--- config.mk ---
export PLATFORM = sky130hd
export DESIGN_NAME = fp32_mul_responder_flat
export DESIGN_NICKNAME = d
export VERILOG_FILES = /design/src/rtl/fp32_mul_responder_if.sv /design/src/rtl/fp32_mul_responder.sv /design/src/flat_wrapper.sv
export SDC_FILE = /design/constraint.sdc
export NUM_CORES = 2
export LEC_CHECK = 0
export BUFFER_PORTS_ARGS = -buffer_cell sky130_fd_sc_hd__buf_2
export CORE_ASPECT_RATIO = 1.75
export CORE_UTILIZATION = 60
export CTS_CLUSTER_SIZE = 40
export DETAILED_ROUTE_END_ITERATION = 7
export PLACE_DENSITY = 0.79
export SKIP_CTS_REPAIR_TIMING = 1
export SLEW_MARGIN = 20
export SYNTH_ARGS = -nofsm -noshare
export SYNTH_HDL_FRONTEND = slang
export SYNTH_SLANG_ARGS = --single-unit
--- constraint.sdc ---
create_clock -name clk -period 14.1 [get_ports clk]
set_input_delay 0 -clock clk [delete_from_list [all_inputs] [get_ports clk]]
set_output_delay 0 -clock clk [all_outputs]
set_load 0.02 [all_outputs]
--- src/rtl/fp32_mul_responder_if.sv ---
// fp32_mul_responder_if: stb/ack operand channels A, B and product channel Z; master = initiator, slave = multiplier
interface fp32_mul_responder_if;
  logic [31:0] input_a;
  logic        input_a_stb;
  logic        input_a_ack;
  logic [31:0] input_b;
  logic        input_b_stb;
  logic        input_b_ack;
  logic [31:0] output_z;
  logic        output_z_stb;
  logic        output_z_ack;
  modport master (
    output input_a, input_a_stb, input_b, input_b_stb, output_z_ack,
    input  input_a_ack, input_b_ack, output_z, output_z_stb
  );
  modport slave (
    input  input_a, input_a_stb, input_b, input_b_stb, output_z_ack,
    output input_a_ack, input_b_ack, output_z, output_z_stb
  );
endinterface

--- src/rtl/fp32_mul_responder.sv ---
// fp32_mul_responder: fp32 multiplier (RNE, subnormals flushed) on stb/ack; ports clk, reset (sync, high), bus (slave: A, B in; Z out)
module fp32_mul_responder (
  input logic                 clk,
  input logic                 reset,
  fp32_mul_responder_if.slave bus
);
  typedef enum logic [2:0] {GET_A, GET_B, UNPACK, SPECIAL, MUL, NORM, ROUND, PUT_Z} state_t;
  state_t state_q, state_d;
  logic a_ack_q, a_ack_d, b_ack_q, b_ack_d, z_stb_q, z_stb_d;
  logic [31:0] a_q, a_d, b_q, b_d, z_q, z_d;
  logic s_q, s_d;
  logic [7:0] ea_q, ea_d, eb_q, eb_d;
  logic [23:0] ma_q, ma_d, mb_q, mb_d;
  logic [47:0] p_q, p_d;
  logic signed [9:0] e_q, e_d;
  logic [22:0] m_q, m_d;
  logic g_q, g_d, st_q, st_d;
  logic a_nan, b_nan, a_inf, b_inf, a_zero, b_zero, is_nan, is_inf, special;
  logic inc;
  logic [23:0] mr;
  logic signed [9:0] er;
  assign a_nan   = ea_q == 8'hff && ma_q[22:0] != 23'd0;
  assign b_nan   = eb_q == 8'hff && mb_q[22:0] != 23'd0;
  assign a_inf   = ea_q == 8'hff && ma_q[22:0] == 23'd0;
  assign b_inf   = eb_q == 8'hff && mb_q[22:0] == 23'd0;
  assign a_zero  = ea_q == 8'd0;
  assign b_zero  = eb_q == 8'd0;
  assign is_nan  = a_nan | b_nan | (a_inf & b_zero) | (b_inf & a_zero);
  assign is_inf  = a_inf | b_inf;
  assign special = is_nan | is_inf | a_zero | b_zero;
  assign inc = g_q & (st_q | m_q[0]);
  assign mr  = {1'b0, m_q} + {23'd0, inc};
  assign er  = e_q + $signed({9'd0, mr[23]});
  assign bus.input_a_ack  = a_ack_q;
  assign bus.input_b_ack  = b_ack_q;
  assign bus.output_z     = z_q;
  assign bus.output_z_stb = z_stb_q;
  always_comb begin
    state_d = state_q;
    a_ack_d = a_ack_q;
    b_ack_d = b_ack_q;
    z_stb_d = z_stb_q;
    a_d = a_q;
    b_d = b_q;
    z_d = z_q;
    s_d = s_q;
    ea_d = ea_q;
    eb_d = eb_q;
    ma_d = ma_q;
    mb_d = mb_q;
    p_d = p_q;
    e_d = e_q;
    m_d = m_q;
    g_d = g_q;
    st_d = st_q;
    case (state_q)
      GET_A: begin
        a_ack_d = !(a_ack_q && bus.input_a_stb);
        if (a_ack_q && bus.input_a_stb) begin
          a_d = bus.input_a;
          b_ack_d = 1'b1;
          state_d = GET_B;
        end
      end
      GET_B: begin
        b_ack_d = !(b_ack_q && bus.input_b_stb);
        if (b_ack_q && bus.input_b_stb) begin
          b_d = bus.input_b;
          state_d = UNPACK;
        end
      end
      UNPACK: begin
        s_d = a_q[31] ^ b_q[31];
        ea_d = a_q[30:23];
        eb_d = b_q[30:23];
        ma_d = a_q[30:23] == 8'd0 ? 24'd0 : {1'b1, a_q[22:0]};
        mb_d = b_q[30:23] == 8'd0 ? 24'd0 : {1'b1, b_q[22:0]};
        state_d = SPECIAL;
      end
      SPECIAL: begin
        z_d = !special ? z_q : is_nan ? 32'h7fc00000 : is_inf ? {s_q, 8'hff, 23'd0} : {s_q, 31'd0};
        z_stb_d = special;
        state_d = special ? PUT_Z : MUL;
      end
      MUL: begin
        p_d = {24'd0, ma_q} * {24'd0, mb_q};
        e_d = $signed({2'd0, ea_q}) + $signed({2'd0, eb_q}) - 10'sd127;
        state_d = NORM;
      end
      NORM: begin
        m_d = p_q[47] ? p_q[46:24] : p_q[45:23];
        g_d = p_q[47] ? p_q[23] : p_q[22];
        st_d = p_q[47] ? |p_q[22:0] : |p_q[21:0];
        e_d = e_q + $signed({9'd0, p_q[47]});
        state_d = ROUND;
      end
      ROUND: begin
        z_d = er >= 10'sd255 ? {s_q, 8'hff, 23'd0} : er <= 10'sd0 ? {s_q, 31'd0} : {s_q, er[7:0], mr[22:0]};
        z_stb_d = 1'b1;
        state_d = PUT_Z;
      end
      PUT_Z: begin
        z_stb_d = !bus.output_z_ack;
        state_d = bus.output_z_ack ? GET_A : PUT_Z;
      end
    endcase
  end
  always_ff @(posedge clk) begin
    if (reset) begin
      state_q <= GET_A;
      a_ack_q <= 1'b0;
      b_ack_q <= 1'b0;
      z_stb_q <= 1'b0;
      z_q <= 32'd0;
    end else begin
      state_q <= state_d;
      a_ack_q <= a_ack_d;
      b_ack_q <= b_ack_d;
      z_stb_q <= z_stb_d;
      z_q <= z_d;
    end
    a_q <= a_d;
    b_q <= b_d;
    s_q <= s_d;
    ea_q <= ea_d;
    eb_q <= eb_d;
    ma_q <= ma_d;
    mb_q <= mb_d;
    p_q <= p_d;
    e_q <= e_d;
    m_q <= m_d;
    g_q <= g_d;
    st_q <= st_d;
  end
endmodule

--- src/flat_wrapper.sv ---
// flat-port wrapper written by rule: the top's interface ports become plain ports
module fp32_mul_responder_flat 
  (clk, reset, bus_input_a, bus_input_a_stb, bus_input_b, bus_input_b_stb, bus_output_z_ack, bus_input_a_ack, bus_input_b_ack, bus_output_z, bus_output_z_stb);
  fp32_mul_responder_if bus_i ();
  input logic clk;
  input logic reset;
  input wire logic [$bits(bus_i.input_a)-1:0] bus_input_a;
  input wire logic [$bits(bus_i.input_a_stb)-1:0] bus_input_a_stb;
  input wire logic [$bits(bus_i.input_b)-1:0] bus_input_b;
  input wire logic [$bits(bus_i.input_b_stb)-1:0] bus_input_b_stb;
  input wire logic [$bits(bus_i.output_z_ack)-1:0] bus_output_z_ack;
  output wire logic [$bits(bus_i.input_a_ack)-1:0] bus_input_a_ack;
  output wire logic [$bits(bus_i.input_b_ack)-1:0] bus_input_b_ack;
  output wire logic [$bits(bus_i.output_z)-1:0] bus_output_z;
  output wire logic [$bits(bus_i.output_z_stb)-1:0] bus_output_z_stb;
  assign bus_i.input_a = bus_input_a;
  assign bus_i.input_a_stb = bus_input_a_stb;
  assign bus_i.input_b = bus_input_b;
  assign bus_i.input_b_stb = bus_input_b_stb;
  assign bus_i.output_z_ack = bus_output_z_ack;
  assign bus_input_a_ack = bus_i.input_a_ack;
  assign bus_input_b_ack = bus_i.input_b_ack;
  assign bus_output_z = bus_i.output_z;
  assign bus_output_z_stb = bus_i.output_z_stb;
  fp32_mul_responder u_core (.clk(clk), .reset(reset), .bus(bus_i));
endmodule
; ---- Word-level counts from Yosys, hierarchy flattened
; Cells that the tools add are included.
[totals]
register_bits = 250
latchBits = 0
mem_bits_rw = 0
mem_bits_ro = 0
inputBits = 69
out_inout_bits = 35
word_cells = 100
memories = 0
[classes]
n_addsub = 5
n_mul = 1
div = 0
order_cmp = 2
n_eq_ne = 12
shifts = 0
muxes = 20
bitwise_logic = 12
reduce_logical = 29
[ops]
columns = operator, n
row1 = $mux 31, 3
row2 = $mux 32, 2
row3 = $pmux 32 s2, 1
row4 = $mul 24x24->48, 1
row5 = $mux 24, 2
row6 = $logic_not 23->1, 2
row7 = $reduce_bool 23->1, 2
row8 = $logic_not 8->1, 4
row9 = $add 23x1->24, 1
row10 = $pmux 3 s8, 1
row11 = $mux 23, 1
row12 = $reduce_or 23->1, 1
row13 = $reduce_or 22->1, 1
row14 = $add 10x2->10, 2
row15 = $pmux 10 s2, 1
row16 = $eq 8x8->1 const B, 2
row17 = $eq 3x3->1 const B, 4
row18 = $ge 10x9->1 const B, 1
row19 = $le 10x1->1 const B, 1
row20 = $reduce_and 2->1, 5
row21 = $sub 10x8->10 const B, 1
row22 = $add 8x8->9, 1
row23 = $mux 3, 3
row24 = $or 1x1->1, 8
row25 = other kinds (14), 30

; ---- Depth between registers and ports, before layout
[logic_depth]
ltp_word = 10
ltp_mapped = 25
ltp_nobuf = 24

; ---- Worst setup path after synthesis
; Ideal clock, no wire load.
[synth_timing]
path_type = flip-flop to flip-flop
start = register u_core.mb_q[3]
end = register u_core.p_q[47] (data pin)
setup_ns = 0.266
arrival_time_ns = 6.415
t_required_ns = 13.834
setup_slack_ns = 7.419
stages_incl_launch_ff = 24
n_path_buf = 1
period_less_slack_ns = 6.681
cell_sequence = edfxtp_1 clkbuf_1 nand2_1 fa_1 inv_1 fa_1 inv_1 fa_1 fa_1 inv_1 fa_1 fa_1 inv_1 fa_1 inv_1 ha_1 a21o_1 a31o_2 a2111oi_4 a211oi_1 o21ai_1 a21oi_1 o2111ai_1 or3b_1
[synth_via]
elab_chain_cells = 1
[synth_rtl]
columns = element, line
row1 = start: declaration, fp32_mul_responder.sv:13  ; logic [23:0] ma_q, ma_d, mb_q, mb_d;
row2 = start signal: assignment, fp32_mul_responder.sv:128  ; mb_q <= mb_d;
row3 = $mul 24x24->48, fp32_mul_responder.sv:86  ; p_d = {24'd0, ma_q} * {24'd0, mb_q};
row4 = end signal: assignment, fp32_mul_responder.sv:129  ; p_q <= p_d;
row5 = end: declaration, fp32_mul_responder.sv:14  ; logic [47:0] p_q, p_d;
; Every way passes these cells.
; A chain may end at the register's enable or synchronous reset.

; ---- Final worst setup path
[layout_timing]
start = register u_core.ma_q[21]
end = register u_core.p_q[44] (data pin)
[layout_via]
elab_chain_cells = 1
[layout_rtl]
columns = element, line
row1 = start: declaration, fp32_mul_responder.sv:13
row2 = start signal: assignment, fp32_mul_responder.sv:127  ; ma_q <= ma_d;
row3 = $mul 24x24->48, fp32_mul_responder.sv:86
; Every way passes these cells.

==> impl_metrics.csv <==
group,metric,value,unit
run_status,status,"complete, no violations",
timing,finalWorstPathRequiredPeriod,8.02,ns
logic_synthesis,synth_cell_type_count,68,
clock_tree,worst_skew_pair.late_latency,0.58,ns
detailed_routing,detail_route.first_pass.iterations,5,
clock_tree,cts.path.max_buffers,3,
worst_setup_path,critical_path.startpoint_type,"flip-flop",
final_layout,design.final.nets,3723,
min_path,worst_hold_startpoint,"bus_input_b[12]",
logic_synthesis,netlist_area,0.0291,sq mm
logic_synthesis,cell_taking_the_most_area_after_synthesis,"sky130_fd_sc_hd__fa_1",
clock_tree,cts_tree,"built",
global_route,number_of_antenna_violations_at_the_first_check_in_global_routing,2,
timing,slew_viol_final,0,
floorplan,core_area,0.0477,sq mm
power_and_ir_drop,total_power,4.92,mW
min_path,min-delay-path-class,"input port to flip-flop",
worst_setup_path,max_stage_delay,1.18,ns
detailed_routing,drc,0,
clock_tree,clock_tree.htree_level_count,1,
global_route,number_of_global_route_vias_before_repair,22892,
global_route,grt_use_total,0.309,
worst_setup_path,r2r_cells,22,
place,portBuffers,103,
final_layout,post_route_cells_drive_above_1_share,0.0746,
worst_setup_path,timing.critical_path.to_type,"flip-flop",
worst_setup_path,regToRegStartpoint,"u_core.ma_q[21]",
timing,fmax,0.125,GHz
floorplan,ioPinCount,104,
worst_setup_path,path_delay_family,"adder cells",
detailed_routing,iteration_0_drc_count_of_the_detailed_router,1509,
floorplan,fp.dieArea,0.0494,sq mm
global_route,met2_resource_use_gr,0.567,
global_route,grt.overflow.total,0,
timing,final_hold_viol_count,0,
floorplan,die_width,168,um
worst_setup_path,start_point_of_the_critical_path,"u_core.ma_q[21]",
worst_setup_path,timing_worst_setup_path_type,"flip-flop to flip-flop",
worst_setup_path,cp_max_fo,25,
worst_setup_path,arrival_time_of_the_worst_setup_path,8.33,ns
worst_setup_path,cp_num_cells,22,
logic_synthesis,async_flop_share,0,
timing,final_min_period_over_clock_period,0.569,
place,final_estimated_routing_congestion_in_global_placement,0.921,
clock_tree,cts.sinks,250,
place,dp_hpwl,55.5,mm
worst_setup_path,cp.required,14.41,ns
timing,setup_total_negative_slack,0,ns
global_route,global_route_wire_length_before_repair,117,mm
floorplan,die-height,293,um
timing,finClkSkew,0.0212,ns
detailed_routing,antenna_violating_nets_remaining,0,
logic_synthesis,mappedNetlistNets,3621,
timing,grt_setup_unrepaired,"no",
global_route,grt_most_used_layer,"met2",
logic_synthesis,synth_top_flop_cell,"sky130_fd_sc_hd__edfxtp_1",
logic_synthesis,synth_cells,2880,
logic_synthesis,synth.top_cells.by_area,"sky130_fd_sc_hd__fa_1 (33%), sky130_fd_sc_hd__edfxtp_1 (22%), sky130_fd_sc_hd__ha_1 (8.1%)",
floorplan,std_cell_rows,106,
power_and_ir_drop,leakage,14.7,nW
global_route,maximum_number_of_pins_on_one_net_before_global_route_repair,66,
run,max_cap_viols,0,
timing,worst-slew-pin-transition,1.27,ns
detailed_routing,routed-via-count,20815,
detailed_routing,detail_route.wirelength,73.9,mm
logic_synthesis,post_synthesis_area_per_instance,10.1,sq um
worst_setup_path,slowest_stage,"sky130_fd_sc_hd__edfxtp_1",
final_layout,area_growth_syn_to_layout,9.20,%
clock_tree,worst_setup_hold_path_clk_slew,0.07,ns
power_and_ir_drop,power.density_cell_area,155,mW/mm^2
logic_synthesis,ys_seq_elements,250,
floorplan,initial_core_utilization,0.609,
power_and_ir_drop,irDropWorstVdd,0.184,mV
detailed_routing,routed_length_per_instance,20.6,um
worst_setup_path,critical-path-top-cell-by-count,"sky130_fd_sc_hd__fa_1",
worst_setup_path,worstPathBufferInverterCount,5,
logic_synthesis,synth_sequential_area_ratio,0.245,
min_path,depth_of_the_worst_hold_timing_path,2,
timing,final_setup_violation_count,0,
global_route,grtUsageMet1,0.344,
worst_setup_path,critical_path_cell_list,"nand2_1, fa_1, inv_1, fa_1, inv_1, fa_1, fa_1, inv_1, fa_1, fa_1, inv_1, fa_1, inv_1, ha_1, nand2_1, nor3_1, a22oi_1, nor3b_2, a211oi_1, o211ai_1, a2111oi_0, a211oi_1",
global_route,grtUsageMet3,0.0362,
logic_synthesis,synth_top_area_share,0.333,
logic_synthesis,synth-edff-count,212,
clock_tree,clockRootBuffer,"sky130_fd_sc_hd__clkbuf_16",
timing,timing.max_slew.rel_slack,0.156,
detailed_routing,post_drt_via_cell_ratio,5.79,
clock_tree,numCtsBuffers,26,
logic_synthesis,yosysWarningCount,0,
[cells in the final DEF, fill, tap and decap left out, types with 19 or more instances in the layout]
cell type                       Yosys  layout
sky130_fd_sc_hd__xnor2_1           48      48
sky130_fd_sc_hd__and2_1           359     359
sky130_fd_sc_hd__ha_1             189     189
sky130_fd_sc_hd__dfxtp_1           38      38
sky130_fd_sc_hd__buf_4              0      26
sky130_fd_sc_hd__edfxtp_1         212     212
sky130_fd_sc_hd__nand2_1          357     357
sky130_fd_sc_hd__nand4_1           19      19
sky130_fd_sc_hd__a21oi_1           54      54
sky130_fd_sc_hd__xor2_1            36      36
sky130_fd_sc_hd__mux2_2            24      24
sky130_fd_sc_hd__inv_1            555     555
sky130_fd_sc_hd__nor4_1            21      21
sky130_fd_sc_hd__o21ai_1           21      21
sky130_fd_sc_hd__fa_1             483     483
sky130_fd_sc_hd__clkbuf_16          0      26
sky130_fd_sc_hd__dlygate4sd3_1      0      69
sky130_fd_sc_hd__o21ai_0           38      38
sky130_fd_sc_hd__and3_1            20      19
sky130_fd_sc_hd__a211oi_1          20      20
sky130_fd_sc_hd__a21o_1            32      32
sky130_fd_sc_hd__nor2_1            59      58
sky130_fd_sc_hd__nand3_1           31      31
sky130_fd_sc_hd__buf_2              8     103
[stage by stage]
stage / setup slack (ns) / util / hold WS (ns) / std cells / area, sq um
3_3_place_gp: 6.21 / 0.629 / 0.176 / 3472 / 30000
5_1_grt: 5.71 / 0.665 / 0.128 / 3597 / 31700
2_1_floorplan: 7.42 / - / 0.0989 / 2880 / 29100
6_report: 6.08 / 0.665 / 0.126 / 3597 / 31700
3_5_place_dp: 6.14 / 0.630 / 0.178 / 3475 / 30100
4_1_cts: 6.12 / 0.649 / -0.436 / 3523 / 31000
[state kept, by name, indices dropped and copies added, names as in the netlist, 10 cells and up]
signal               cells
u_core.p_q              48
u_core.mb_q             24
u_core.b_q              32
u_core.bus.output_z     32
u_core.ma_q             24
u_core.a_q              32
u_core.e_q              10
u_core.m_q              23
[cells in the mapped netlist (all sizes together), types with 5 or more instances]
| library cell | n |
|---|---|
| nand3 | 31 |
| dfxtp | 38 |
| xnor2 | 49 |
| o211ai | 5 |
| xor2 | 36 |
| nand3b | 5 |
| nand2b | 9 |
| edfxtp | 212 |
| nand2 | 357 |
| inv | 555 |
| a211oi | 21 |
| fa | 483 |
| o21bai | 9 |
| a21oi | 55 |
| a31oi | 8 |
| or4 | 5 |
| and3 | 20 |
| mux2 | 24 |
| nor2 | 60 |
| a21o | 32 |
| o21ai | 60 |
| and2 | 359 |
| nand4 | 19 |
| buf | 15 |
| nor3 | 20 |
| ha | 189 |
| o21a | 5 |
| nor2b | 7 |
| nor4 | 21 |
| clkbuf | 116 |
[where the power goes]
| group | leakage (nW) | total, mW | internal (mW) | switching, mW |
|---|---|---|---|---|
| Sequential | 2.22 | 0.980 | 0.961 | 0.0186 |
| Clock | 0.430 | 0.726 | 0.409 | 0.317 |
| Combinational | 12.1 | 3.22 | 1.35 | 1.87 |
| Total | 14.7 | 4.92 | 2.72 | 2.20 |
[final timing paths]
check                           slack [ns]                      to
worst max register to register        6.08          u_core.p_q[44]
worst max-delay path                  6.08          u_core.p_q[44]
worst min-delay path                  0.13          u_core.b_q[12]
worst min register to register        0.44  u_core.bus.output_z[0]
[routing by layer]
layer	vias to the layer above	wire length, um
met2	860	39300
met3	300	4330
met4	0	4550
met5	-	0
met1	10495	25700
li1	9160	-
[cell families (layout without fill, tap and decap cells)]
family | Yosys count | in the layout | synth area share
compound gates | 229 | 229 | 0.0516
mux | 28 | 28 | 0.0107
flops | 250 | 250 | 0.245
xor+xnor | 85 | 85 | 0.0259
simple gates | 930 | 930 | 0.164
other cells | 0 | 1 | 0
buf+inv | 686 | 808 | 0.0890
fa+ha+maj | 672 | 672 | 0.414
[cell type report]
type / count / area (sq um)
antenna: 1 / 2.50
clock buffer: 31 / 679
clock inverter: 17 / 223
fill: 3678 / 16000
inverter: 555 / 2080
multi-input combinational: 1944 / 19400
sequential: 250 / 7130
tap: 594 / 743
timing repair buffer: 205 / 1500
[worst reg2reg max path, delay by kind of cell (launching register included)]
kind	cells	cell delay (ns)
flip-flops	1	1.18
adder cells (fa/ha/maj)	8	3.91
AND/OR/NAND/NOR	4	0.91
AO/OA/AOI/OAI	5	1.47
buffers and inverters	5	0.28
(Power assumes the default switching activity.)
